**config.mk**
```make
export PLATFORM = sky130hd
export DESIGN_NAME = register_read_port
export DESIGN_NICKNAME = d
export VERILOG_FILES = /design/src/rtl/register_read_port.sv
export SDC_FILE = /design/constraint.sdc
export NUM_CORES = 1
export LEC_CHECK = 0
export ABC_AREA = 1
export CORE_MARGIN = 5
export CORE_UTILIZATION = 44
export CTS_BUF_LIST = sky130_fd_sc_hd__clkbuf_2 sky130_fd_sc_hd__clkbuf_4 sky130_fd_sc_hd__clkbuf_8
export DETAILED_ROUTE_END_ITERATION = 12
export PLACE_DENSITY = 0.9
export SYNTH_ARGS = -nofsm -noshare
export SYNTH_HDL_FRONTEND = slang
export SYNTH_SLANG_ARGS = --single-unit
```
**constraint.sdc**
```tcl
create_clock -name clock -period 3.4 [get_ports clock]
set_input_delay 0.68 -clock clock [delete_from_list [all_inputs] [get_ports clock]]
set_output_delay 0.68 -clock clock [all_outputs]
set_load 0.02 [all_outputs]
```
**src/rtl/register_read_port.sv**
```systemverilog
// -----------------------------------------------------------------------------
// register_read_port
//
// Read-side controller for a bank of NUM_REGS 16-bit registers. Accepts single
// or burst read requests over a valid/ready handshake, selects words from the
// flattened register bus and returns them through a registered response stage
// that honours consumer backpressure (full throughput: one word per cycle).
//
// Ports:
//   clock       - clock, all state updates on posedge
//   reset       - asynchronous, active-high reset
//   reg_bus     - stored value of every register, reg i at [16*i+15:16*i]
//   wr_en       - snooped write strobe of the bank
//   wr_addr     - index of the register being written
//   wr_val      - value being written
//   req_valid   - request present
//   req_ready   - request can be accepted this cycle
//   req_addr    - start register index
//   req_len     - burst length minus one (0 = single read)
//   resp_valid  - rd_data is valid
//   resp_ready  - consumer accepts the response this cycle
//   rd_data     - returned register word
//   rd_last     - final word of a request
//   busy        - burst in progress or response pending
//
// Build option:
//   REG_READ_BYPASS_EN - when defined, a word issued on the same edge as a
//   write to that register returns the value being written (wr_val) instead
//   of the old reg_bus contents. Handshake timing is identical either way.
// -----------------------------------------------------------------------------
module register_read_port #(
    parameter int NUM_REGS = 8,
    parameter int ADDR_W   = 3
) (
    input  logic                   clock,
    input  logic                   reset,
    input  logic [16*NUM_REGS-1:0] reg_bus,
    input  logic                   wr_en,
    input  logic [ADDR_W-1:0]      wr_addr,
    input  logic [15:0]            wr_val,
    input  logic                   req_valid,
    output logic                   req_ready,
    input  logic [ADDR_W-1:0]      req_addr,
    input  logic [ADDR_W-1:0]      req_len,
    output logic                   resp_valid,
    input  logic                   resp_ready,
    output logic [15:0]            rd_data,
    output logic                   rd_last,
    output logic                   busy
);

    typedef enum logic {
        IDLE  = 1'b0,
        BURST = 1'b1
    } state_t;

    state_t              state, state_nxt;
    logic [ADDR_W-1:0]   cur_addr;
    logic [ADDR_W-1:0]   remaining;

    logic                out_free;
    logic                accept;
    logic                burst_issue;
    logic                issue;
    logic [ADDR_W-1:0]   issue_addr;
    logic [15:0]         issue_word;
    logic                issue_last;

    // Output stage can take a new word if empty or being popped this cycle.
    assign out_free    = !resp_valid || resp_ready;
    assign accept      = req_valid && req_ready;
    assign burst_issue = (state == BURST) && out_free;
    assign issue       = accept || burst_issue;
    assign issue_addr  = (state == IDLE) ? req_addr : cur_addr;
    // remaining counts words still owed after the one being issued, so the
    // last word of a burst is the one issued while remaining is 1.
    assign issue_last  = (state == IDLE) ? (req_len == '0)
                                         : (remaining == ADDR_W'(1));

    // Word select, with optional write bypass.
    always_comb begin
        // NOTE: default assignment first so no path leaves issue_word unassigned (no latch).
        issue_word = '0;
        for (int i = 0; i < NUM_REGS; i++) begin
            if (issue_addr == ADDR_W'(i))
                issue_word = reg_bus[16*i +: 16];
        end
`ifdef REG_READ_BYPASS_EN
        if (wr_en && (wr_addr == issue_addr))
            issue_word = wr_val;
`endif
    end

`ifndef REG_READ_BYPASS_EN
    // Write snoop is only needed by the bypass build.
    logic unused_wr;
    assign unused_wr = ^{wr_en, wr_addr, wr_val};
`endif

    // State register.
    always_ff @(posedge clock or posedge reset) begin
        // NOTE: sequential state uses non-blocking assignments so every flop samples pre-edge values.
        if (reset)
            state <= IDLE;
        else
            state <= state_nxt;
    end

    // Next-state logic.
    always_comb begin
        state_nxt = state;
        unique case (state)
            IDLE:  if (accept && (req_len != '0))     state_nxt = BURST;
            BURST: if (burst_issue && issue_last)     state_nxt = IDLE;
            default:                                   state_nxt = IDLE;
        endcase
    end

    // Response stage and burst bookkeeping.
    always_ff @(posedge clock or posedge reset) begin
        if (reset) begin
            resp_valid <= 1'b0;
            rd_data    <= '0;
            rd_last    <= 1'b0;
            cur_addr   <= '0;
            remaining  <= '0;
        end else if (issue) begin
            resp_valid <= 1'b1;
            rd_data    <= issue_word;
            rd_last    <= issue_last;
            cur_addr   <= issue_addr + ADDR_W'(1);   // wraps mod NUM_REGS
            remaining  <= accept ? req_len : remaining - ADDR_W'(1);
        end else if (resp_ready) begin
            resp_valid <= 1'b0;
        end
    end

    // Outputs.
    always_comb begin
        req_ready = (state == IDLE) && out_free;
        busy      = (state == BURST) || resp_valid;
    end

endmodule

```
==> impl_metrics.toml <==
[clocking]
cts_setup_buffers = 0
cts_root_buffer = "clkbuf_8"
clock-sinks = 25
cts_resized = 0
cts_made_buffers = 3
ctsHtreeMaxLevel = 1
worstSkewPairLatency_ns = 0.27
cts_tree = "yes"
postCtsHoldBufs = 0
clk_pin_slew_worst_paths_ns = 0.10
max-clock-path-buffers = 2

[worst_setup_path]
path_common_cell = "nand2_1"
timing.critical_path.buf_inv = 3
cp_top_family = "adder cells"
regToRegSetupSlack_ns = 0.60
critical_path_class = "input port to flop"
max_stage_delay_ns = 0.93
slowest_stage = "ha_1"
crit_required_ns = 3.57
cp-end-kind = "flop"
cp.arrival_ns = 3.21
reg2reg_depth = 10
start_kind = "input port"
crit_path_max_fanout = 33
cp_num_cells = 11
path_cells = "clkdlybuf4s50_1 -> o21ai_0 -> ha_1 -> nand2_1 -> buf_4 -> o21ai_1 -> inv_1 -> nand2_1 -> nand2_1 -> nand2_1 -> nand2_1"

[grt]
grt_pass1_wl_mm = 17.3
grt.overflow.total = 0
met2_usage_pct = 42.3
antenna_found_initial = 0
grt_pass1_vias = 3862
grt_start_max_net_pins = 38
use_met1_pct = 28.9
met3_usage_pct = 3.87
top_usage_layer = "met2"
gr-usage-all-layers_pct = 23.6

[logic_synthesis]
yosys-top-cells-area = "nand2_1 24%, dfrtp_1 19%, inv_1 13%"
ys_warn_count = 0
async_flop_share_pct = 100
ys_ff_latch = 25
synth_area_mm2 = 0.00321
seq_area_frac_synth_pct = 19.5
synthCells = 581
ys.flop_type = "dfrtp_1"
synth_top_area_share_pct = 24.3
synth_cell_types = 28
synth_common_cells = "208 x nand2_1, 111 x inv_1, 50 x nor2_1"
syn_nets = 747
post-synth-top-count-cell = "nand2_1"
syn_avg_cell_area_um2 = 5.52
yosysTopAreaCell = "nand2_1"
synth_edf_count = 0

[sta]
setup-tns-final_ns = 0
finalWorstSetupSlack_ns = 0.364
clock.fmax_mhz = 329
fin_crit_sh_pct = 89.3
clock_skew_ns = 0.00578
setup_viol = 0
slew_headroom_pct = 28.8
period_minus_slack_ns = 3.04
rsz0062_at_grt = "false"
worst_slew_pin_slew_ns = 1.07
hold_viol = 0
drv_slew = 0

[final_layout]
nNetsFinal = 881
num_antenna_cells = 0
areaGrowthSynthToFinish_pct = 49.2
post-route-util_pct = 66.7
drive_gt1_share_pct = 5.04

[floorplanning]
io_pins = 178
initial_core_util_pct = 44.7
fp.dieH_um = 95.4
die_w_um = 95.4
core_mm2 = 0.00718
num_rows = 31
die_area_mm2 = 0.00910

[route]
vias_per_cell = 4.88
firstDrtPassIters = 4
drt-initial-drc-count = 220
num_vias = 3964
wl_per_cell_um = 13.7
antenna_left = 0
drt_wl_total_mm = 11.1
detail_route.drc_violations = 0

[power]
ir_drop_v = 0.000528
cellPowerDensity_mw_per_mm2 = 870
leakagePower_nw = 2.62

[placement]
hpwl_mm = 8.59
gp_congestion = 0.868
dp_slack_ns = 0.0828
io_buffers = 157

[min_path]
hold_path.class = "flop to flop"
hold_depth = 2

[outcome]
outcome = "finished, final reports clean"

[flow_run]
drv_cap = 0
-- power by group --
| part | switching, W | internal (W) |
|---|---|---|
| combinational | 0.00215 | 0.00127 |
| sequential | 0.0000956 | 0.000458 |
| clock | 0.000103 | 0.0000920 |
| total | 0.00235 | 0.00181 |
-- path summary, 6_finish.rpt --
check,startpoint,to
hold reg to reg,rd_data[8],rd_data[8]
max in group asynchronous,reset,rd_data[6]
setup / recovery,req_addr[1],rd_data[8]
hold / removal,rd_data[8],rd_data[8]
min in group asynchronous,reset,rd_data[8]
setup reg to reg,state,rd_data[8]
-- cell type report --
type | instances | area, um2
clock buffer | 4 | 48.8
fill | 650 | 2390
inverter | 113 | 424
multi-input combinational | 405 | 1920
sequential | 25 | 626
tap | 99 | 124
timing repair buffer | 167 | 1650
-- state kept, by name, summed over array words and instances, names as in the netlist --
| signal | cells |
|---|---|
| remaining | 3 |
| state | 1 |
| resp_valid | 1 |
| cur_addr | 3 |
| rd_last | 1 |
| rd_data | 16 |
-- layer usage --
metal / vias to the layer above / share of wire [%]
li1: 2034 / -
met1: 1747 / 41
met2: 157 / 50
met3: 26 / 7.6
met4: 0 / 2.3
met5: - / 0
-- worst register-to-register path, stage by stage (launching register included) --
cell	delay (ns)
dfrtp_1	0.52
o21ai_0	0.37
ha_1	0.93
nand2_1	0.12
buf_4	0.27
o21ai_1	0.17
inv_1	0.05
nand2_1	0.10
nand2_1	0.06
nand2_1	0.06
nand2_1	0.05
-- layout by cell type (no fill, tap or decap), drive strengths merged --
cell             n
buf             10
nand3           50
nor3             1
o21ai           30
clkbuf           4
a21oi           18
clkdlybuf4s50  157
nor2            52
nand4           32
inv            113
ha               8
dfrtp           25
a31oi            1
xnor2            1
nand2          212
-- per-stage QoR --
| step | area [um2] | hold slack, ns | total power [W] | instances |
|---|---|---|---|---|
| 2_1_floorplan | 3210 | 0.480 | 0.00312 | 581 |
| 4_1_cts | 4790 | 0.491 | 0.00417 | 813 |
| 3_5_place_dp | 4740 | 0.469 | 0.00397 | 809 |
| 6_report | 4790 | 0.493 | 0.00417 | 813 |
| 5_1_grt | 4790 | 0.520 | 0.00467 | 813 |
| 3_3_place_gp | 4740 | 0.464 | 0.00383 | 809 |
-- cells by family after synthesis --
kind of cell,share of synthesized area [%]
and+or+nand+nor,48.3
buffers and inverters,20.7
AOI/OAI and AO/OA,8.15
DFF,19.5
adders and majority gates,3.12
xor gates and xnor gates,0.273
Power figures use the tool's default switching activity.
